$ cat src/rtl/enemy_kill_sequencer.sv
// Kill sequence after a laser hit: latch position, score, explosion animation, respawn delay, done pulse.
// Optional `COMBO_BONUS_EN: double points for a kill within 20 idle frame ticks of the previous one.
module enemy_kill_sequencer #(
   parameter int unsigned EXPL_FRAMES   = 4,
   parameter int unsigned FRAME_HOLD    = 6,
   parameter int unsigned RESPAWN_DELAY = 30,
   parameter logic [15:0] POINTS_BCD    = 16'h0010
) (
   input  logic        Clk,
   input  logic        Reset,
   input  logic        frame_clk,
   input  logic        enemy_hit,
   input  logic [9:0]  enemy_ship_X_Pos,
   input  logic [9:0]  enemy_ship_Y_Pos,
   output logic        done,
   output logic        enemy_visible,
   output logic        expl_active,
   output logic [1:0]  expl_frame,
   output logic [9:0]  expl_X_Pos,
   output logic [9:0]  expl_Y_Pos,
   output logic [15:0] score_bcd,
   output logic [7:0]  kill_count
);

   typedef enum logic [2:0] {S_IDLE, S_LATCH, S_EXPLODE, S_RESPAWN, S_DONE} state_e;

   localparam logic [15:0] HOLD_LAST  = 16'(FRAME_HOLD - 1);
   localparam logic [1:0]  FRAME_LAST = 2'(EXPL_FRAMES - 1);
   localparam logic [15:0] RESP_LAST  = 16'(RESPAWN_DELAY - 1);

   state_e       state_q, state_d;
   logic [2:0]   fc_q;
   logic         tick_q;
   logic [15:0]  hold_q, hold_d;
   logic [1:0]   frame_q, frame_d;
   logic [15:0]  resp_q, resp_d;
   logic [9:0]   xpos_q, xpos_d, ypos_q, ypos_d;
   logic [15:0]  score_q, score_d;
   logic [7:0]   kills_q, kills_d;
   logic         done_q, done_d;
   logic         vis_q, vis_d;
   logic         act_q, act_d;
`ifdef COMBO_BONUS_EN
   logic [5:0]   combo_q, combo_d;
   logic         prev_kill_q, prev_kill_d;
`endif

   // Digit-wise BCD add; a carry out of the top digit saturates to 9999.
   function automatic logic [15:0] bcd_add_sat(input logic [15:0] a, input logic [15:0] b);
      logic [4:0]  s;
      logic        c;
      logic [15:0] r;
      c = 1'b0;
      r = '0;
      for (int unsigned i = 0; i < 4; i++) begin
         s = {1'b0, a[4*i +: 4]} + {1'b0, b[4*i +: 4]} + {4'd0, c};
         if (s > 5'd9) begin
            s = s - 5'd10;
            c = 1'b1;
         end else begin
            c = 1'b0;
         end
         r[4*i +: 4] = s[3:0];
      end
      return c ? 16'h9999 : r;
   endfunction

   always_ff @(posedge Clk or negedge Reset) begin
      if (!Reset) begin
         state_q     <= S_IDLE;
         fc_q        <= '0;
         tick_q      <= 1'b0;
         hold_q      <= '0;
         frame_q     <= '0;
         resp_q      <= '0;
         xpos_q      <= '0;
         ypos_q      <= '0;
         score_q     <= '0;
         kills_q     <= '0;
         done_q      <= 1'b0;
         vis_q       <= 1'b1;
         act_q       <= 1'b0;
`ifdef COMBO_BONUS_EN
         combo_q     <= '0;
         prev_kill_q <= 1'b0;
`endif
      end else begin
         state_q     <= state_d;
         fc_q        <= {fc_q[1:0], frame_clk};
         tick_q      <= fc_q[1] & ~fc_q[2];
         hold_q      <= hold_d;
         frame_q     <= frame_d;
         resp_q      <= resp_d;
         xpos_q      <= xpos_d;
         ypos_q      <= ypos_d;
         score_q     <= score_d;
         kills_q     <= kills_d;
         done_q      <= done_d;
         vis_q       <= vis_d;
         act_q       <= act_d;
`ifdef COMBO_BONUS_EN
         combo_q     <= combo_d;
         prev_kill_q <= prev_kill_d;
`endif
      end
   end

   always_comb begin
      state_d = state_q;
      hold_d  = hold_q;
      frame_d = frame_q;
      resp_d  = resp_q;
      xpos_d  = xpos_q;
      ypos_d  = ypos_q;
      score_d = score_q;
      kills_d = kills_q;
`ifdef COMBO_BONUS_EN
      combo_d     = combo_q;
      prev_kill_d = prev_kill_q;
`endif
      case (state_q)
         S_IDLE: begin
`ifdef COMBO_BONUS_EN
            if (tick_q && combo_q != 6'd63) combo_d = combo_q + 6'd1;
`endif
            if (enemy_hit) state_d = S_LATCH;
         end
         S_LATCH: begin
            xpos_d  = enemy_ship_X_Pos;
            ypos_d  = enemy_ship_Y_Pos;
            score_d = bcd_add_sat(score_q, POINTS_BCD);
`ifdef COMBO_BONUS_EN
            if (prev_kill_q && combo_q < 6'd20) score_d = bcd_add_sat(score_d, POINTS_BCD);
            prev_kill_d = 1'b1;
`endif
            kills_d = kills_q + 8'd1;
            hold_d  = '0;
            frame_d = '0;
            resp_d  = '0;
            state_d = S_EXPLODE;
         end
         S_EXPLODE: begin
            if (tick_q) begin
               if (hold_q == HOLD_LAST) begin
                  hold_d = '0;
                  if (frame_q == FRAME_LAST) begin
                     frame_d = '0;
                     state_d = S_RESPAWN;
                  end else begin
                     frame_d = frame_q + 2'd1;
                  end
               end else begin
                  hold_d = hold_q + 16'd1;
               end
            end
         end
         S_RESPAWN: begin
            if (tick_q) begin
               if (resp_q == RESP_LAST) begin
                  resp_d  = '0;
                  state_d = S_DONE;
               end else begin
                  resp_d = resp_q + 16'd1;
               end
            end
         end
         S_DONE: begin
`ifdef COMBO_BONUS_EN
            combo_d = '0;
`endif
            state_d = S_IDLE;
         end
         default: state_d = S_IDLE;
      endcase
   end

   // Flag outputs are decoded from the next state so their registers line up with state_q.
   always_comb begin
      done_d = (state_d == S_DONE);
      vis_d  = (state_d == S_IDLE) || (state_d == S_LATCH) || (state_d == S_DONE);
      act_d  = (state_d == S_EXPLODE);
   end

   assign done          = done_q;
   assign enemy_visible = vis_q;
   assign expl_active   = act_q;
   assign expl_frame    = frame_q;
   assign expl_X_Pos    = xpos_q;
   assign expl_Y_Pos    = ypos_q;
   assign score_bcd     = score_q;
   assign kill_count    = kills_q;

endmodule

$ cat config.mk
export PLATFORM = sky130hd
export DESIGN_NAME = enemy_kill_sequencer
export DESIGN_NICKNAME = d
export VERILOG_FILES = /design/src/rtl/enemy_kill_sequencer.sv
export SDC_FILE = /design/constraint.sdc
export NUM_CORES = 1
export LEC_CHECK = 0
export BUFFER_PORTS_ARGS = -buffer_cell sky130_fd_sc_hd__buf_2
export CORE_MARGIN = 4
export CORE_UTILIZATION = 35
export CTS_CLUSTER_DIAMETER = 80
export CTS_CLUSTER_SIZE = 12
export DETAILED_ROUTE_END_ITERATION = 10
export MAX_ROUTING_LAYER = met4
export PLACE_DENSITY = 0.65
export REMOVE_ABC_BUFFERS = 1
export SYNTH_ARGS = -nofsm -noshare
export SYNTH_HDL_FRONTEND = slang
export SYNTH_SLANG_ARGS = --single-unit
$ cat constraint.sdc
create_clock -name Clk -period 4.5 [get_ports Clk]
set_input_delay 0.45 -clock Clk [delete_from_list [all_inputs] [get_ports Clk]]
set_output_delay 0.45 -clock Clk [all_outputs]
set_load 0.1 [all_outputs]
==> flow_metrics.tcl, run 1 <==
set metrics [dict create \
    worst_slew_pin_slew_ns 1.06 \
    mappedNetlistArea_sq_um 4560 \
    synth_top_family_by_area "simple AND/OR/NAND/NOR gates" \
    rr_startpoint "score_bcd[2]$_DFFE_PN0P_" \
    status "finished clean" \
    htreeDepth 3 \
    hold_viol 0 \
    groute.usage.overall 0.152 \
    synth-edff-count 0 \
    startpoint_type "flop" \
    layout_commonest_cell "nand2_1" \
    fin_skew_ns 0.00787 \
    setup_viol 0 \
    start_util 0.360 \
    avgSynthCellArea_sq_um 9.20 \
    cp-end-kind "flop" \
    internal-power_mw 1.29 \
    drv_cap 0 \
    cts_root_buf "clkbuf_16" \
    grt_max_degree 47 \
    clkTransAtPathRegs_ns 0.06 \
    pwr_density_cell_nw_per_um2 342 \
    crit_family "adder cells" \
    cts_tree "yes" \
    ys_seq_area_frac 0.483 \
    place_hpwl_microns 7160 \
    wirelength_microns 10200 \
    finish.utilization 0.429 \
    yosys.area_share.simple 0.254 \
    port_buffers 72 \
    vias 3753 \
    postRouteAntennaNets 0 \
    synth_mux_area_frac 0.0143 \
    cts.sinks 88 \
    hp-class "in2async" \
    leakage_nw 2.51 \
    ys_warn_count 0 \
    synth_xor_area_frac 0.0576 \
    coreArea_sq_um 12700 \
    cp_num_buf_inv 3 \
    rows 41 \
    drive_gt1_frac 0.214 \
    synthCells 496 \
    synth_async_sr_flop_share 1.00 \
    max_freq_mhz 237 \
    drt_iter0_drc 209 \
    place.gp.congestion 0.816 \
    ys_ff_latch 88 \
    drt_pass1_iterations 4 \
    critPathMaxFanout 11 \
    fillCellCount 1284 \
    post-route-min-period_ns 4.23 \
    finalCritPeriodShare 0.939 \
    cts_hold_buffers 0 \
    nets 604 \
    pin_count 73 \
    synth_compound_area_frac 0.115 \
    crit_start "score_bcd[2]$_DFFE_PN0P_" \
    grt_pass1_vias 3706 \
    clkPwrFrac 0.379 \
    antenna_found_initial 0 \
    mostFrequentLayoutCells "110 x nand2_1, 86 x dfrtp_1, 71 x buf_2" \
    synthAdderAreaFrac 0.0411 \
    path_class "reg2reg" \
    pwr-share-comb 0.153 \
    crit_chain "o21ai_2 > ha_1 > inv_1 > ha_1 > inv_2 > nand2_1 > a21oi_1 > a41o_1 > a21oi_2 > ha_2 > ha_4 > nor2_1 > nor2_1 > o22ai_1 > a31oi_1 > ha_2 > ha_1 > nand2b_1 > a41oi_1 > a21oi_1 > buf_4 > a31o_2 > o21ai_0" \
    slew_headroom 0.293 \
    drc 0 \
    clk_latency_ns 0.34 \
    areaGrowthSynthToFinish_pct 19.0 \
    grt_first_pass_wirelength_microns 18000 \
    arrival_ns 4.49 \
    place_inst 725 \
    required_ns 4.76 \
    synth_ff_type "dfrtp_1" \
    drv_slew 0 \
    cpPeakStageDelay_ns 0.44 \
    antenna_cells 0 \
    cts_buffers 9 \
    dieWidth_microns 122 \
    fin_ws_ns 0.273 \
    grt-ovfl-total 0 \
    synth_cell_types 62 \
    p_seq_frac 0.467 \
    dieArea_sq_um 14900 \
    layout.cells.non_filler 742 \
    vias_per_cell 5.06 \
    die_y_microns 122 \
    vdd_drop_max_mv 0.180 \
    worst_path_max_delay_cell "dfrtp_2" \
    crit_path_frequent_cell "ha_1" \
    cts_buffer_depth 2 \
    tns_ns 0 \
    netSwitchingFraction 0.308 \
    power_switching_mw 0.573 \
    wire_per_inst_microns 13.8 \
    pre_cts_ws_ns -0.0592 \
]
## through the flow
step | hold WS, ns | area [sq um] | power (mW)
3_3_place_gp | 0.333 | 5110 | 1.17
4_1_cts | 0.132 | 5390 | 1.89
5_1_grt | 0.161 | 5430 | 1.96
6_report | 0.109 | 5430 | 1.86
2_1_floorplan | 0.154 | 4470 | 1.09
3_5_place_dp | 0.345 | 5110 | 1.17
## final timing paths
path,endpoint,slack [ns],cells after the start
worst max-delay path,score_bcd[5]$_DFFE_PN0P_,0.27,23
worst min-delay path,resp_q[0]$_DFFE_PN0P_,0.11,1
worst max register to register,score_bcd[5]$_DFFE_PN0P_,0.27,23
worst min register to register,fc_q[1]$_DFF_PN0_,0.35,0
max in group asynchronous,kill_count[6]$_DFFE_PN0P_,3.42,2
min in group Clk,fc_q[0]$_DFF_PN0_,0.23,1
## Yosys cell counts (3+ instances only)
| cell | instances | area share |
|---|---|---|
| dfrtp_1 | 87 | 0.48 |
| nand3_1 | 22 | 0.024 |
| a21oi_1 | 14 | 0.015 |
| and2_1 | 3 | 0.0041 |
| nor2_1 | 34 | 0.028 |
| o21ai_0 | 23 | 0.025 |
| or3_1 | 3 | 0.0041 |
| xnor2_1 | 14 | 0.027 |
| nor3_1 | 9 | 0.0099 |
| nand2b_1 | 6 | 0.0082 |
| inv_1 | 19 | 0.016 |
| buf_2 | 3 | 0.0033 |
| nor2b_1 | 6 | 0.0082 |
| clkbuf_1 | 16 | 0.013 |
| a32oi_1 | 3 | 0.0058 |
| and4_1 | 3 | 0.0058 |
| or4_1 | 4 | 0.0066 |
| and3_1 | 5 | 0.0069 |
| nand2_1 | 111 | 0.091 |
| xor2_1 | 16 | 0.031 |
| nand4_1 | 11 | 0.015 |
| mux2_2 | 4 | 0.0099 |
| nor4_1 | 3 | 0.0041 |
| o22ai_1 | 5 | 0.0069 |
| a22o_1 | 6 | 0.012 |
| o31ai_1 | 4 | 0.0066 |
| ha_1 | 15 | 0.041 |
| a31oi_1 | 5 | 0.0069 |
## registers in the layout, indices dropped and copies added (netlist names)
name	flops
tick_q	1
score_bcd	16
state_q	3
expl_Y_Pos	10
hold_q	16
expl_frame	2
expl_active	1
fc_q	3
enemy_visible	1
resp_q	16
expl_X_Pos	10
kill_count	8
done	1
## power groups by stage
stage	clock network, mW	logic, mW	registers [mW]
detailed placement	0	0.289	0.883
finish	0.706	0.285	0.869
global placement	0	0.284	0.881
global route	0.767	0.311	0.877
floorplan	0	0.0828	1.01
CTS	0.730	0.289	0.869
## routing by layer
metal  part of all wire  track usage
met1               0.47        0.203
met5                  0            -
met4              0.014       0.0434
met3              0.052       0.0353
met2               0.47        0.231
## logic make-up (layout without fill, tap and decap cells)
logic type	count (synthesis)	after routing
flip-flops	88	88
multiplexers	6	6
XOR/XNOR	30	30
AND/OR/NAND/NOR	236	236
buffers and inverters	41	115
AO/OA/AOI/OAI	80	80
adder cells (fa/ha/maj)	15	15
## repair_timing
item	CTS	global route
setup buffers	0	1
pin swaps	0	3
gates resized for setup	2	10
setup endpoints to repair	6	14
## layout make-up
cell class              count  area (sq um)  area share
clock buffers              11           243      0.0447
multi-input cells         367          2230       0.411
flip-flops and latches     88          2200       0.406
inverters                  19          71.3      0.0131
clock inverters             5          40.0     0.00737
repair buffers             80           423      0.0779
well taps                 172           215      0.0396
## worst reg2reg max path, stage by stage, from the launching register on
cell and delay (ns):
dfrtp_2 0.44, o21ai_2 0.18, ha_1 0.18, inv_1 0.04, ha_1 0.31, inv_2 0.08
nand2_1 0.09, a21oi_1 0.08, a41o_1 0.23, a21oi_2 0.14, ha_2 0.26, ha_4 0.24
nor2_1 0.14, nor2_1 0.06, o22ai_1 0.14, a31oi_1 0.07, ha_2 0.22, ha_1 0.30
nand2b_1 0.16, a41oi_1 0.20, a21oi_1 0.06, buf_4 0.18, a31o_2 0.21, o21ai_0 0.13
Power figures use the tool's default switching activity.
==> inputs of run 2 (changes only) <==
--- a/config.mk
+++ b/config.mk
@@ -12,8 +12,9 @@
 export CTS_CLUSTER_SIZE = 12
 export DETAILED_ROUTE_END_ITERATION = 10
 export MAX_ROUTING_LAYER = met4
-export PLACE_DENSITY = 0.65
+export PLACE_DENSITY = 0.63
 export REMOVE_ABC_BUFFERS = 1
 export SYNTH_ARGS = -nofsm -noshare
 export SYNTH_HDL_FRONTEND = slang
 export SYNTH_SLANG_ARGS = --single-unit
+export TNS_END_PERCENT = 30
==> constraint.sdc (replaced) <==
create_clock -name Clk -period 5.45 [get_ports Clk]
set_input_delay 0.545 -clock Clk [delete_from_list [all_inputs] [get_ports Clk]]
set_output_delay 0.545 -clock Clk [all_outputs]
set_load 0.1 [all_outputs]
==> flow_metrics.tcl, run 2 (synthesis gave the netlist of run 1 again) <==
set metrics [dict create \
    cp-end-kind "flop" \
    clk_latency_ns 0.34 \
    fillCellCount 1232 \
    pwr-share-comb 0.146 \
    htreeDepth 3 \
    critPathMaxFanout 11 \
    leakage_nw 2.53 \
    arrival_ns 5.06 \
    max_freq_mhz 208 \
    drive_gt1_frac 0.193 \
    drv_slew 0 \
    finalCritPeriodShare 0.882 \
    cts.repair.resized 0 \
    port_buffers 72 \
    drt_pass1_iterations 5 \
    wire_per_inst_microns 13.6 \
    cts_hold_buffers 0 \
    status "finished clean" \
    grt_first_pass_wirelength_microns 17400 \
    coreArea_sq_um 12700 \
    areaGrowthSynthToFinish_pct 18.3 \
    start_util 0.360 \
    vdd_drop_max_mv 0.151 \
    dieWidth_microns 122 \
    power_switching_mw 0.483 \
    path_class "reg2reg" \
    design_area_sq_um 5400 \
    pin_count 73 \
    rsz0062_at_grt "no" \
    die_y_microns 122 \
    drt_iter0_drc 190 \
    grt-ovfl-total 0 \
    p_seq_frac 0.450 \
    slew_headroom 0.340 \
    cts_root_buf "clkbuf_16" \
    layout.cells.non_filler 738 \
    grt_pass1_vias 3707 \
    grt_max_degree 65 \
    hp-class "in2async" \
    cts_tree "yes" \
    rows 41 \
    netSwitchingFraction 0.303 \
    required_ns 5.71 \
    internal-power_mw 1.11 \
    hold-worst-slack_ns 0.0991 \
    setup_viol 0 \
    place.gp.congestion 0.841 \
    rr_startpoint "score_bcd[2]$_DFFE_PN0P_" \
    hold_viol 0 \
    antenna_found_initial 0 \
    place_hpwl_microns 6930 \
    fin_skew_ns 0.00981 \
    pwr_density_cell_nw_per_um2 295 \
    postRouteAntennaNets 0 \
    nets 600 \
    antenna_cells 0 \
    vias 3736 \
    mostFrequentLayoutCells "111 x nand2_1, 87 x dfrtp_1, 71 x buf_2" \
    drc 0 \
    cts_buffers 9 \
    dieArea_sq_um 14900 \
    clkTransAtPathRegs_ns 0.07 \
    wirelength_microns 10000 \
    drv_cap 0 \
    tns_ns 0 \
    placed_area_sq_um 5090 \
    postCtsSetupBuffers 0 \
    clkPwrFrac 0.404 \
    worst_slew_pin_slew_ns 0.990 \
    startpoint_type "flop" \
    cts.sinks 88 \
    vias_per_cell 5.06 \
    place_inst 722 \
    groute.usage.overall 0.149 \
    crit_start "score_bcd[2]$_DFFE_PN0P_" \
    post-route-min-period_ns 4.81 \
    cts_buffer_depth 2 \
    p_total_mw 1.59 \
    layout_commonest_cell "nand2_1" \
]
## run 2: area by class of cell
| class | instances | area (sq um) | share of cell area |
|---|---|---|---|
| clock inverters | 6 | 73.8 | 0.0137 |
| clock buffers | 10 | 239 | 0.0443 |
| multi-input cells | 367 | 2200 | 0.408 |
| well taps | 172 | 215 | 0.0399 |
| repair buffers | 76 | 393 | 0.0728 |
| inverters | 19 | 71.3 | 0.0132 |
| flip-flops and latches | 88 | 2200 | 0.408 |
## run 2: metrics by stage
stage	setup WS [ns]	utilization
6_report	0.644	0.426
3_3_place_gp	0.959	0.401
3_5_place_dp	0.707	0.401
2_1_floorplan	0.338	-
5_1_grt	0.137	0.426
4_1_cts	0.664	0.426
## run 2: power groups by stage
stage / logic [mW] / clock network, mW / registers, mW
floorplan: 0.0684 / 0 / 0.834
global placement: 0.234 / 0 / 0.727
detailed placement: 0.236 / 0 / 0.729
CTS: 0.236 / 0.660 / 0.718
global route: 0.253 / 0.694 / 0.724
finish: 0.233 / 0.644 / 0.718
## run 2: worst paths after layout
check / end / slack, ns / depth (start not counted)
max: score_bcd[5]$_DFFE_PN0P_ / 0.64 / 23
min: resp_q[0]$_DFFE_PN0P_ / 0.1 / 1
max reg2reg: score_bcd[5]$_DFFE_PN0P_ / 0.64 / 23
min reg2reg: fc_q[1]$_DFF_PN0_ / 0.36 / 0
max in group asynchronous: expl_X_Pos[4]$_DFFE_PN0P_ / 4.26 / 2
min in group Clk: fc_q[0]$_DFF_PN0_ / 0.31 / 1
## run 2: routing by layer
metal,global-route usage,vias up,share of wire
met5,-,-,0
met4,0.0525,0,0.016
met3,0.0334,16,0.050
met2,0.231,97,0.45
met1,0.192,1766,0.48
li1,-,1857,-
## run 2: critical path, stage by stage, from the launching register on
cell and delay [ns]:
dfrtp_1 0.42, o21ai_0 0.26, ha_1 0.21, inv_1 0.04, ha_1 0.40, inv_1 0.15, nand2_1 0.12, a21oi_1 0.07
a41o_1 0.23, a21oi_1 0.14, ha_1 0.26, ha_1 0.36, nor2b_1 0.26, nor2_1 0.07, o22ai_1 0.12, a31oi_1 0.07
ha_1 0.26, ha_1 0.32, nand2b_1 0.16, a41oi_1 0.21, a21oi_1 0.06, buf_4 0.18, a31o_2 0.21, o21ai_0 0.14
==> inputs of run 3 (changes only) <==
--- a/config.mk
+++ b/config.mk
@@ -12,7 +12,7 @@
 export CTS_CLUSTER_SIZE = 12
 export DETAILED_ROUTE_END_ITERATION = 10
 export MAX_ROUTING_LAYER = met4
-export PLACE_DENSITY = 0.63
+export PLACE_DENSITY = 0.65
 export REMOVE_ABC_BUFFERS = 1
 export SYNTH_ARGS = -nofsm -noshare
 export SYNTH_HDL_FRONTEND = slang
==> constraint.sdc (replaced) <==
create_clock -name Clk -period 4.21 [get_ports Clk]
set_input_delay 0.421 -clock Clk [delete_from_list [all_inputs] [get_ports Clk]]
set_output_delay 0.421 -clock Clk [all_outputs]
set_load 0.1 [all_outputs]
==> flow_metrics.tcl, run 3 (synthesis gave the netlist of run 1 again) <==
set metrics [dict create \
    status "finished clean" \
    ff2ff_setup_slack_ns 0.17 \
    nets 615 \
    grt.busiest_layer "met2" \
    worst_slew_pin_slew_ns 0.805 \
    antenna_found_initial 0 \
    finalCritPeriodShare 0.959 \
    arrival_ns 4.26 \
    clk_latency_ns 0.34 \
    place.gp.congestion 0.831 \
    max_freq_mhz 248 \
    reg2reg_to "score_bcd[6]$_DFFE_PN0P_" \
    p_total_mw 1.98 \
    pwr_density_cell_nw_per_um2 357 \
    cts_buffers 9 \
    postRouteAntennaNets 0 \
    htreeDepth 3 \
    layout_commonest_cell "nand2_1" \
    p_seq_frac 0.468 \
    vdd_drop_max_mv 0.202 \
    rr_startpoint "score_bcd[1]$_DFFE_PN0P_" \
    drv_slew 0 \
    use_met2 0.232 \
    drive_gt1_frac 0.239 \
    required_ns 4.43 \
    setup_viol 0 \
    hold_viol 0 \
    fin_ws_ns 0.171 \
    hold-worst-slack_ns 0.0998 \
    wire_per_inst_microns 14.2 \
    pin_count 73 \
    areaGrowthSynthToFinish_pct 21.6 \
    clkTransAtPathRegs_ns 0.06 \
    pre_cts_ws_ns -0.0870 \
    cts.sinks 88 \
    coreArea_sq_um 12700 \
    gr-usage-met3 0.0418 \
    path_class "reg2reg" \
    dieArea_sq_um 14900 \
    pwr-share-comb 0.155 \
    post-route-min-period_ns 4.04 \
    crit_start "score_bcd[1]$_DFFE_PN0P_" \
    drc 0 \
    slew_headroom 0.463 \
    die_y_microns 122 \
    hp-class "in2async" \
    reg2regPathDepth 23 \
    grt_first_pass_wirelength_microns 17700 \
    vias 3844 \
    rows 41 \
    port_buffers 72 \
    cts_root_buf "clkbuf_16" \
    dieWidth_microns 122 \
    cts_buffer_depth 2 \
    start_util 0.360 \
    fillCellCount 1268 \
    place_hpwl_microns 7450 \
    mostFrequentLayoutCells "108 x nand2_1, 87 x dfrtp_1, 72 x buf_2" \
    leakage_nw 2.58 \
    tns_ns 0 \
    drv_cap 0 \
    met1_usage 0.193 \
    antenna_cells 0 \
    startpoint_type "flop" \
    cts_tree "yes" \
    grt_max_degree 50 \
    drt_iter0_drc 246 \
    groute.usage.overall 0.150 \
    cp-end-kind "flop" \
    fin_skew_ns 0.00850 \
    grt-ovfl-total 0 \
    critPathMaxFanout 6 \
    clkPwrFrac 0.377 \
    wirelength_microns 10700 \
    netSwitchingFraction 0.313 \
    vias_per_cell 5.10 \
    power_switching_mw 0.620 \
    drt_pass1_iterations 4 \
    grt_pass1_vias 3736 \
    internal-power_mw 1.36 \
]
==> run 3: changes by cell type in the layout (fill, tap and decap cells not counted), sizes merged <==
cell      before  now
clkbuf        10    9
clkinvlp       0    1
inv           22   21
buf           76   91
clkinv         2    4
bufinv         1    0
==> run 3: worst max-delay path by stage <==
stage | endpoint | cells after the start
detailed placement | score_bcd[5]$_DFFE_PN0P_ | 23
floorplan | score_bcd[1]$_DFFE_PN0P_ | 22
global route | score_bcd[5]$_DFFE_PN0P_ | 23
global placement | score_bcd[5]$_DFFE_PN0P_ | 23
CTS | score_bcd[7]$_DFFE_PN0P_ | 23
finish | score_bcd[6]$_DFFE_PN0P_ | 23
==> run 3: power groups by stage <==
stage	clock network (mW)	logic, mW	registers [mW]
after global placement	0	0.304	0.941
after CTS	0.772	0.311	0.927
after global routing	0.808	0.332	0.934
after detailed placement	0	0.310	0.943
after floorplan	0	0.0885	1.08
final	0.748	0.307	0.927
==> run 3: per-layer routing <==
metal  vias up  wire [microns]
met3        12             598
met5         -               0
met1      1865            4800
met4         0             124
met2        92            5140
li1       1875               -
==> run 3: final cells by class <==
class | instances | area, sq um | share of cell area
multi-input combinational | 367 | 2270 | 0.410
timing repair buffer | 91 | 503 | 0.0907
sequential | 88 | 2200 | 0.397
tap | 172 | 215 | 0.0388
inverter | 19 | 71.3 | 0.0129
clock inverter | 7 | 55.1 | 0.00993
clock buffer | 9 | 225 | 0.0406
==> run 3: stage by stage <==
stage | utilization | instances | cell area [sq um]
CTS | 0.430 | 749 | 5450
global route | 0.438 | 753 | 5550
detailed placement | 0.408 | 733 | 5170
global placement | 0.408 | 733 | 5170
finish | 0.438 | 753 | 5550
floorplan | - | 474 | 4470
==> run 3: repair_timing <==
item	CTS	global route
cloned	0	1
hold buffers	0	0
pin swaps	0	4
resized for setup	2	21
buffers inserted	0	3
endpoints found under the setup margin	4	14
==> run 3: worst max-delay path, stage by stage (launching register included) <==
cell      delay (ns)
dfrtp_1         0.40
o21ai_2         0.19
ha_2            0.20
inv_1           0.06
ha_4            0.27
inv_2           0.04
nand2_2         0.08
a21oi_2         0.06
a41o_1          0.22
a21oi_2         0.11
ha_2            0.21
ha_4            0.22
nor2_1          0.13
nor2_1          0.06
o22ai_1         0.14
a31oi_1         0.08
ha_2            0.24
ha_1            0.31
nand2b_1        0.13
a41oi_2         0.13
a21oi_2         0.18
buf_2           0.21
inv_1           0.07
a22o_1          0.18
